### src/rtl/sub_pkg.sv
// Shared definitions for the digit-serial subtractor: FSM state encoding
// and the elaboration-time parameter check.
package sub_pkg;

    typedef enum logic [1:0] {
        IDLE = 2'd0,
        CALC = 2'd1,
        DONE = 2'd2
    } state_t;

    // Legal when the operand is at least 2 bits and the digit size divides it evenly.
    function automatic bit digit_ok(input int unsigned width, input int unsigned digit);
        return (width >= 2) && (digit >= 1) && (digit <= width) && ((width % digit) == 0);
    endfunction

endpackage

### src/rtl/sub_digit_slice.sv
// Combinational DIGIT-bit ripple-borrow subtract slice: d = a_d - b_d - bin.
module sub_digit_slice #(
    parameter int unsigned DIGIT = 2
) (
    input  logic [DIGIT-1:0] a_d,
    input  logic [DIGIT-1:0] b_d,
    input  logic             bin,
    output logic [DIGIT-1:0] d,
    output logic             bout
);

    logic [DIGIT:0] chain;

    always_comb begin
        chain    = '0;
        d        = '0;
        chain[0] = bin;
        for (int i = 0; i < DIGIT; i++) begin
            d[i]       = a_d[i] ^ b_d[i] ^ chain[i];
            chain[i+1] = (~a_d[i] & b_d[i]) | (~(a_d[i] ^ b_d[i]) & chain[i]);
        end
        bout = chain[DIGIT];
    end

endmodule

### src/rtl/digit_serial_subtractor.sv
// Multi-cycle diff = a - b, DIGIT bits per clock, LSB digit first, valid/ready on both sides.
// Define SUB_SATURATE_EN to clamp diff on overflow instead of wrapping.
module digit_serial_subtractor
    import sub_pkg::*;
#(
    parameter int unsigned WIDTH = 8,
    parameter int unsigned DIGIT = 2
) (
    input  logic             clk,
    input  logic             rst_n,
    input  logic             in_valid,
    output logic             in_ready,
    input  logic [WIDTH-1:0] a,
    input  logic [WIDTH-1:0] b,
    input  logic             mode_signed,
    output logic             out_valid,
    input  logic             out_ready,
    output logic [WIDTH-1:0] diff,
    output logic             borrow,
    output logic             overflow,
    output logic             zero
);

    localparam int unsigned NDIG = WIDTH / DIGIT;
    localparam int unsigned CW   = (NDIG > 1) ? $clog2(NDIG) : 1;

    if (!digit_ok(WIDTH, DIGIT)) begin : g_bad_cfg
        $error("digit_serial_subtractor: DIGIT must divide WIDTH and WIDTH must be >= 2");
    end

    state_t           state;
    logic [WIDTH-1:0] a_sh, b_sh, d_sh;
    logic             mode_q, a_msb, b_msb, bchain;
    logic [CW-1:0]    cnt;

    logic [DIGIT-1:0] d_dig;
    logic             bout;
    logic [WIDTH-1:0] raw, res;
    logic             ovf, last;

    sub_digit_slice #(
        .DIGIT (DIGIT)
    ) u_slice (
        .a_d  (a_sh[DIGIT-1:0]),
        .b_d  (b_sh[DIGIT-1:0]),
        .bin  (bchain),
        .d    (d_dig),
        .bout (bout)
    );

    // in_ready must read 0 while reset is held, even though the state is IDLE.
    assign in_ready = (state == IDLE) && rst_n;

    always_comb begin
        raw  = (d_sh >> DIGIT) | (WIDTH'(d_dig) << (WIDTH - DIGIT));
        last = (cnt == CW'(NDIG - 1));
        ovf  = mode_q ? ((a_msb != b_msb) && (raw[WIDTH-1] != a_msb)) : bout;
        res  = raw;
`ifdef SUB_SATURATE_EN
        if (ovf) begin
            if (!mode_q)
                res = '0;
            else if (a_msb)
                res = {1'b1, {(WIDTH-1){1'b0}}};
            else
                res = {1'b0, {(WIDTH-1){1'b1}}};
        end
`endif
    end

    always_ff @(posedge clk) begin
        if (!rst_n) begin
            state     <= IDLE;
            a_sh      <= '0;
            b_sh      <= '0;
            d_sh      <= '0;
            mode_q    <= 1'b0;
            a_msb     <= 1'b0;
            b_msb     <= 1'b0;
            bchain    <= 1'b0;
            cnt       <= '0;
            out_valid <= 1'b0;
            diff      <= '0;
            borrow    <= 1'b0;
            overflow  <= 1'b0;
            zero      <= 1'b0;
        end else begin
            case (state)
                IDLE: begin
                    if (in_valid) begin
                        a_sh   <= a;
                        b_sh   <= b;
                        d_sh   <= '0;
                        mode_q <= mode_signed;
                        a_msb  <= a[WIDTH-1];
                        b_msb  <= b[WIDTH-1];
                        bchain <= 1'b0;
                        cnt    <= '0;
                        state  <= CALC;
                    end
                end
                CALC: begin
                    a_sh   <= a_sh >> DIGIT;
                    b_sh   <= b_sh >> DIGIT;
                    d_sh   <= raw;
                    bchain <= bout;
                    cnt    <= cnt + 1'b1;
                    // Outputs only change here, so they hold the previous result during CALC.
                    if (last) begin
                        diff      <= res;
                        borrow    <= bout;
                        overflow  <= ovf;
                        zero      <= (res == '0);
                        out_valid <= 1'b1;
                        state     <= DONE;
                    end
                end
                DONE: begin
                    if (out_ready) begin
                        out_valid <= 1'b0;
                        state     <= IDLE;
                    end
                end
                default: state <= IDLE;
            endcase
        end
    end

endmodule

### config.mk
export PLATFORM = sky130hd
export DESIGN_NAME = digit_serial_subtractor
export DESIGN_NICKNAME = d
export VERILOG_FILES = /design/src/rtl/sub_pkg.sv /design/src/rtl/sub_digit_slice.sv /design/src/rtl/digit_serial_subtractor.sv
export SDC_FILE = /design/constraint.sdc
export NUM_CORES = 1
export LEC_CHECK = 0
export CORE_ASPECT_RATIO = 1.75
export CORE_MARGIN = 5
export CORE_UTILIZATION = 46
export DETAILED_ROUTE_END_ITERATION = 8
export PLACE_DENSITY_LB_ADDON = 0.08
export SLEW_MARGIN = 20
export SYNTH_ARGS = -nofsm -noshare
export SYNTH_HDL_FRONTEND = slang
export SYNTH_SLANG_ARGS = --single-unit
export TNS_END_PERCENT = 5
### constraint.sdc
create_clock -name clk -period 1.82 [get_ports clk]
set_input_delay 0.364 -clock clk [delete_from_list [all_inputs] [get_ports clk]]
set_output_delay 0.364 -clock clk [all_outputs]
set_load 0.03 [all_outputs]
Word-level counts from Yosys, hierarchy flattened
Index checks and enable logic that the tools add are counted.
{"block": "totals", "romBits": 0, "reg_bits": 44, "inputBits": 21, "out_inout_bits": 13, "n_memories": 0, "elab_cells": 67, "mem_bits_rw": 0, "latch_bits": 0}
{"block": "op_classes", "n_addsub": 1, "n_shift": 0, "bitwise_logic": 15, "n_lt_le_gt_ge": 0, "div_mod_pow": 0, "multipliers": 0, "reduce_logical": 11, "n_mux": 18, "eq_ne": 8}
{"operator": "$pmux 8 s2", "n": 3}
{"operator": "$mux 8", "n": 3}
{"operator": "$logic_not 8->1", "n": 1}
{"operator": "$mux 2", "n": 4}
{"operator": "$or 6x8->8", "n": 1}
{"operator": "$ne 2x2->1 const B", "n": 3}
{"operator": "$pmux 2 s3", "n": 1}
{"operator": "$reduce_and 2->1", "n": 3}
{"operator": "$reduce_and 3->1", "n": 2}
{"operator": "$and 1x1->1", "n": 4}
{"operator": "$eq 2x2->1 const B", "n": 2}
{"operator": "$mux 1", "n": 4}
{"operator": "$not 1->1", "n": 4}
{"operator": "$pmux 1 s2", "n": 2}
{"operator": "$pmux 2 s2", "n": 1}
{"operator": "$reduce_bool 2->1", "n": 2}
{"operator": "$xor 1x1->1", "n": 4}
{"operator": "$add 2x1->2 const B", "n": 1}
{"operator": "$eq 2x1->1 const B", "n": 1}
{"operator": "$logic_and 1x1->1", "n": 2}
{"operator": "$logic_not 2->1", "n": 1}
{"operator": "$ne 1x1->1", "n": 2}
{"operator": "$or 1x1->1", "n": 2}

Logic depth before layout (Yosys ltp)
Gate-level depths: netlist of run 1.
{"block": "depth", "ltp_word": 9, "ltp_mapped": 7, "depth_no_buf": 7}

Hierarchy
Synthesis of run 1 repeated with hierarchy kept, for this count alone.
{"block": "hier_totals", "cells_unflattened": 204, "area_unflattened_um2": 1829.3}
{"mod": "digit_serial_subtractor", "instances": 1, "seq_area_each_um2": 840.8, "cells_each": 197, "area_per_inst_um2": 1770.4}
{"mod": "sub_digit_slice", "instances": 1, "seq_area_each_um2": 0.0, "cells_each": 7, "area_per_inst_um2": 58.8}

Worst setup path after synthesis of run 1
Ideal clock, no wire load.
{"block": "synth_timing", "kind": "reg-to-reg", "start": "reg a_sh[0]", "end": "reg overflow", "path_slack_ps": 84, "path_buffers": 0, "setup_time_ps": 123, "path_stages_with_launch": 8, "required_time_ps": 1697, "synth_period_minus_slack_ps": 1736, "t_arrival_ps": 1612, "path_cell_list": "dfxtp_1 -> inv_1 -> fa_1 -> inv_1 -> fa_1 -> nor2b_1 -> o221ai_1 -> o31ai_1"}
{"block": "synth_between", "elab_chain_cells": 9, "elab_cells_between_ends": 13, "cone_classes": "eq/ne: 1; mux: 1; bitwise: 10; reduce/logical: 1"}
{"element": "start: declaration", "line": "digit_serial_subtractor.sv:32", "text": "logic [WIDTH-1:0] a_sh, b_sh, d_sh;"}
{"element": "start signal: assignment", "line": "digit_serial_subtractor.sv:103", "text": "a_sh <= a_sh >> DIGIT;"}
{"element": "$xor 1x1->1", "line": "sub_digit_slice.sv:20", "text": "chain[i+1] = (~a_d[i] & b_d[i]) | (~(a_d[i] ^ b_d[i]) & chain[i]);"}
{"element": "$not 1->1", "line": "sub_digit_slice.sv:20"}
{"element": "$and 1x1->1", "line": "sub_digit_slice.sv:20"}
{"element": "$or 1x1->1 (*)", "line": "sub_digit_slice.sv:20"}
{"element": "$xor 1x1->1 (*)", "line": "sub_digit_slice.sv:19", "text": "d[i] = a_d[i] ^ b_d[i] ^ chain[i];"}
{"element": "via d_dig[1]", "line": "digit_serial_subtractor.sv:36", "text": "logic [DIGIT-1:0] d_dig;"}
{"element": "$or 6x8->8 (*)", "line": "digit_serial_subtractor.sv:55", "text": "raw = (d_sh >> DIGIT) | (WIDTH'(d_dig) << (WIDTH - DIGIT));"}
{"element": "$ne 1x1->1 (*)", "line": "digit_serial_subtractor.sv:57", "text": "ovf = mode_q ? ((a_msb != b_msb) && (raw[WIDTH-1] != a_msb)) : bout;"}
{"element": "$logic_and 1x1->1 (*)", "line": "digit_serial_subtractor.sv:57"}
{"element": "$mux 1 (*)", "line": "digit_serial_subtractor.sv:57"}
{"element": "end signal: assignment", "line": "digit_serial_subtractor.sv:112", "text": "overflow <= ovf;"}
{"element": "end: declaration", "line": "digit_serial_subtractor.sv:20", "text": "output logic overflow,"}
Mark *: on every way through the listed nets, which the timed path passes. The rest lies on a longest branch.
A chain may end at the register's enable or synchronous reset.

Final worst setup path of run 1
{"block": "layout_timing", "start": "reg b_sh[0]", "end": "reg overflow"}
{"block": "layout_between", "elab_chain_cells": 9, "elab_cells_between_ends": 12, "cone_classes": "eq/ne: 1; mux: 1; bitwise: 9; reduce/logical: 1"}
{"element": "start: declaration", "line": "digit_serial_subtractor.sv:32"}
{"element": "start signal: assignment", "line": "digit_serial_subtractor.sv:104", "text": "b_sh <= b_sh >> DIGIT;"}
{"element": "$xor 1x1->1", "line": "sub_digit_slice.sv:20"}
{"element": "$not 1->1", "line": "sub_digit_slice.sv:20"}
{"element": "$and 1x1->1", "line": "sub_digit_slice.sv:20"}
{"element": "$or 1x1->1 (*)", "line": "sub_digit_slice.sv:20"}
{"element": "$xor 1x1->1 (*)", "line": "sub_digit_slice.sv:19"}
{"element": "via d_dig[1]", "line": "digit_serial_subtractor.sv:36"}
{"element": "$or 6x8->8 (*)", "line": "digit_serial_subtractor.sv:55"}
{"element": "$ne 1x1->1 (*)", "line": "digit_serial_subtractor.sv:57"}
{"element": "$logic_and 1x1->1 (*)", "line": "digit_serial_subtractor.sv:57"}
{"element": "$mux 1 (*)", "line": "digit_serial_subtractor.sv:57"}
Marked as above.

==> impl_metrics.yaml, run 1 <==
drt:
  drtPass1Iterations: 4
  vias: 1446
  remaining_drc_errors: 0
  wl_per_cell_um: 14.09
  dr.first_iter.drc_count: 23
  wl_um: 3862
  ant_nets: 0
  vias_per_cell: 5.277
critical_path:
  start_kind: "register"
  end_kind: "register"
  crit_path_max_fanout: 4
  critical_path_class: "register to register"
  cp.arrival_ps: 1960
  cp_data_required_time_ps: 2010
synth:
  ys_types: 33
  synth_top_flop_cell: "dfxtp_1"
  syn-mean-instance-area_um2: 9.666
  yosysSeqAreaShare: 0.4507
  synth_top_area_frac: 0.4507
  async_reset_ff_frac: 0
  yosysMostFrequentCell: "dfxtp_1"
  ys_ff_latch: 42
  yosysTopAreaCell: "dfxtp_1"
  synth_edf_count: 0
  ys_warn_count: 0
  ys_top_cells_by_area: "dfxtp_1, mux2i_1, nand2_1"
  netlist_instances: 193
  synthTopCellsByCount: "dfxtp_1, nand2_1, nor2b_1"
  syn_nets: 217
  syn_area_um2: 1866
finish:
  antenna_cells: 0
  final_cells: 274
  drive_above_1_share: 0.1283
  area_growth_pct: 26.22
  layout.nets: 249
timing:
  skew_ps: 2.668
  timing.fmax_mhz: 566.4
  finalSetupViolations: 0
  fin_crit_sh: 0.9700
  slew_violations: 0
  tightest_slew_ps: 460.8
  finalHoldViolCount: 0
  rsz0062_at_grt: "true"
  slew_headroom: 0.6928
  period_needed_ps: 1765
clock_network:
  cts_root_buf: "clkbuf_8"
  cts_sinks: 42
  cts.clk_slew.worst_paths_ps: 80
  cts_tree: "done"
  cts.htree.levels: 2
  clk_latency_ps: 280
  cts_buffers: 5
  holdBufCountCts: 0
  clockBufferDepth: 2
  cts_setup_buffers: 0
placed_design:
  dp_cells: 266
  gp_congestion: 0.7548
  port_buffers: 33
  dp_hpwl_um: 2804
power:
  p_total_mw: 1.880
  p_leak_nw: 1.005
  power_density_nw_per_um2: 798.6
  vdd_ir_drop_max_uv: 633.1
floorplan:
  die_y_um: 94.25
  core_area_um2: 3904
  die_w_um: 58.14
  initial_core_util: 0.4779
  fp.dieArea_um2: 5479
  rows: 30
  io_pins: 34
min_path:
  hold_class: "register to register"
global_routing:
  grt_pass1_vias: 1492
  antenna_found_initial: 0
  grt_start_max_net_pins: 44
  grt_first_pass_wirelength_um: 6596
  gr-usage-all-layers: 0.1537
  grt.overflow.total: 0
job:
  max-cap-violations: 0
outcome:
  status: "finished, final reports clean"
## logic make-up after synthesis
| group | count (synthesis) | share of synthesized area |
|---|---|---|
| buf+inv | 20 | 0.04762 |
| fa+ha+maj | 3 | 0.02817 |
| mux | 17 | 0.09121 |
| simple gates | 72 | 0.2046 |
| compound gates | 39 | 0.1777 |
| flops | 42 | 0.4507 |
## through the flow
stage | hold WS [ps] | util | worst slack [ps] | instance area (um^2) | TNS (ps)
3_3_place_gp | 450.3 | 0.5750 | 28.09 | 2245 | 0
5_1_grt | 492.2 | 0.6032 | -63.59 | 2355 | -63.59
6_report | 468.0 | 0.6032 | 54.59 | 2355 | 0
3_5_place_dp | 457.7 | 0.5750 | -43.12 | 2245 | -43.12
4_1_cts | 468.7 | 0.5997 | 2.973 | 2341 | 0
2_1_floorplan | 454.3 | - | 84.47 | 1866 | 0
## area by class of cell
type	count	area, um^2
multi-input combinational	131	952.2
inverter	6	22.52
fill	360	1549
clock inverter	1	5.005
sequential	42	843.3
clock buffer	7	86.33
timing repair buffer	39	385.4
tap	48	60.06
## worst max-delay path: stages (launching register included)
cell and delay, ps:
dfxtp_2 340, fa_2 380, inv_2 60, fa_1 450, nor2b_1 160, nor3b_2 60
o31ai_1 230
## flip-flops by register name (all words and copies together), names as in the netlist
register   flops
state          2
zero           1
cnt            2
b_sh           8
out_valid      1
a_msb          1
b_msb          1
mode_q         1
d_sh           6
overflow       1
a_sh           8
borrow         1
diff           8
bchain         1
## routing by layer
metal	wire length, um	track usage
met4	57	0.05416
met5	0	0
met1	1548	0.1623
met3	189	0.04127
met2	2066	0.2830
## worst paths after layout
path           start  endpoint  slack (ps)  cells after the start
min reg2reg  diff[0]   diff[0]         470                      2
max reg2reg  b_sh[0]  overflow          50                      6
min          diff[0]   diff[0]         470                      2
max          b_sh[0]  overflow          50                      6
## power by group
| part | total, mW | switching (mW) | internal, mW | leakage (nW) |
|---|---|---|---|---|
| combinational | 0.280 | 0.129 | 0.152 | 0.613 |
| clock | 0.605 | 0.299 | 0.306 | 0.0482 |
| sequential | 0.995 | 0.0336 | 0.962 | 0.344 |
## cell usage in the layout, fill, tap and decap left out, drive strengths merged, types with 3 or more instances in the layout
cell and instances:
clkdlybuf4s50 32, mux2i 17, dfxtp 42, buf 7
clkbuf 7, nor3b 3, a22oi 10, nor2b 18
inv 6, nand2 34, o211a 12, nor2 6
a21boi 8
## timing repair
action	in CTS	in global routing
pin swaps	3	4
setup endpoints to repair	1	3
resized for setup	4	4
(Power assumes the default switching activity.)
==> run 2: changes to the inputs <==
--- a/config.mk
+++ b/config.mk
@@ -10,6 +10,7 @@
 export CORE_UTILIZATION = 46
 export DETAILED_ROUTE_END_ITERATION = 8
 export PLACE_DENSITY_LB_ADDON = 0.08
+export REMOVE_ABC_BUFFERS = 1
 export SLEW_MARGIN = 20
 export SYNTH_ARGS = -nofsm -noshare
 export SYNTH_HDL_FRONTEND = slang
==> run 2 against run 1 <==
  * Utilization up 1.4 points
  * Final area is 2.3% higher
  * Maximum frequency increased by 1.1%
  * Via count fell by 0.28%
  * Sequential power hardly changed
==> impl_metrics.yaml, run 2 (same netlist as run 1, synthesis figures left out) <==
outcome:
  status: "finished, final reports clean"
clock_network:
  cts.htree.levels: 2
  clk_latency_ps: 290
  cts_sinks: 42
  cts_setup_buffers: 0
  cts.clk_slew.worst_paths_ps: 80
  cts_buffers: 5
  clockBufferDepth: 2
  cts_root_buf: "clkbuf_8"
  cts_tree: "done"
floorplan:
  core_area_um2: 3904
  die_w_um: 58.14
  rows: 30
  fp.dieArea_um2: 5479
  io_pins: 34
  die_y_um: 94.25
  initial_core_util: 0.4779
global_routing:
  grt.overflow.total: 0
  antenna_found_initial: 0
  grt_first_pass_wirelength_um: 6230
  grt_pass1_vias: 1388
  grt_start_max_net_pins: 44
  gr-usage-all-layers: 0.1493
finish:
  antenna_cells: 0
  final_cells: 276
  fin_util: 0.6170
  area_growth_pct: 29.11
  reg.largest.list: "a_sh x8, b_sh x8, diff x8"
  register_area_um2: 843.3
  multi_input_area_um2: 962.2
  num-fill-cells: 367
  layout.nets: 251
  final_cell_mix: "dfxtp_1, nand2_1, clkdlybuf4s50_1"
  final_common_cell: "dfxtp_1"
  drive_above_1_share: 0.1491
  stdcell_area_um2: 2409
drt:
  wl_um: 3753
  vias: 1442
  drtPass1Iterations: 4
  remaining_drc_errors: 0
  wl_per_cell_um: 13.60
  vias_per_cell: 5.225
  dr.first_iter.drc_count: 42
  ant_nets: 0
critical_path:
  r2r-end: "overflow"
  critPathLaunch: "bchain"
  r2r-start: "bchain"
  cp_data_required_time_ps: 2000
  cp.arrival_ps: 1930
  crit_path_max_fanout: 4
  end_kind: "register"
  start_kind: "register"
  cp-endpoint: "overflow"
  timing.reg2reg.setup_slack_ps: 70
  critical_path_class: "register to register"
  worst_r2r_path_depth: 6
timing:
  skew_ps: 4.805
  fin_crit_sh: 0.9597
  slew_headroom: 0.7232
  slew_violations: 0
  timing.fmax_mhz: 572.5
  finalSetupViolations: 0
  finalHoldViolCount: 0
  rsz0062_at_grt: "true"
  tightest_slew_ps: 414.6
  period_needed_ps: 1747
  holdWs_ps: 465.2
min_path:
  hold_class: "register to register"
placed_design:
  dp_hpwl_um: 2782
  gp_congestion: 0.7119
  dp_cells: 268
  place_area_um2: 2285
  port_buffers: 33
power:
  p_leak_nw: 1.026
  vdd_ir_drop_max_uv: 663.1
  power_density_nw_per_um2: 798.2
job:
  max-cap-violations: 0
run 2: cell count changes in the layout (fill, tap and decap cells not counted), sizes merged:
cell      before  now
buf            7    9
clkbuf         7    6
clkinvlp       0    1
run 2: area by class of cell:
cell class	count	share of cell area
Multi-Input combinational cell	131	0.3995
Sequential cell	42	0.3501
Timing Repair Buffer	41	0.1766
Clock buffer	6	0.03429
Tap cell	48	0.02494
Inverter	6	0.009351
Clock inverter	2	0.005195
run 2: critical path, cell delays in order (launching register included):
cell      delay [ps]
dfxtp_2          340
fa_2             380
inv_2             60
fa_2             470
nor2b_4          150
o221ai_2         170
o31ai_1           80
run 2: repair_timing:
action / in CTS / in global routing
endpoints found under the setup margin: 1 / 3
pin swaps: 3 / 5
resized for setup: 4 / 6
hold buffers: 0 / 0
run 2: how the worst min path moves through the flow:
stage                     startpoint      end  depth (start not counted)
after global placement       diff[2]  diff[2]                          2
after CTS                    diff[5]  diff[5]                          2
after floorplan               bchain   bchain                          2
after global routing         diff[3]  diff[3]                          2
after detailed placement     diff[5]  diff[5]                          2
final                        diff[5]  diff[5]                          2
run 2: routing by layer:
metal  part of all wire  up-vias  wire, um  GRT usage
met3              0.044        5       165    0.04127
met1               0.39      674      1449     0.1531
met2               0.55       26      2065     0.2698
met4              0.019        0        73    0.07157
li1                   -      737         -          -
met5                  0        -         0          0
run 2: per-stage QoR:
| step | power (mW) | setup TNS [ps] | setup WS, ps |
|---|---|---|---|
| global route | 2.036 | -4.362 | -4.362 |
| detailed placement | 1.301 | -26.62 | -26.62 |
| floorplan | 1.171 | 0 | 61.93 |
| CTS | 1.936 | 0 | 15.76 |
| finish | 1.922 | 0 | 73.31 |
| global placement | 1.291 | 0 | 22.76 |
run 2: where the power goes:
part	switching, mW	internal, mW	leakage [nW]
Clock	0.322	0.305	0.0472
Sequential	0.0321	0.961	0.344
Combinational	0.132	0.170	0.635
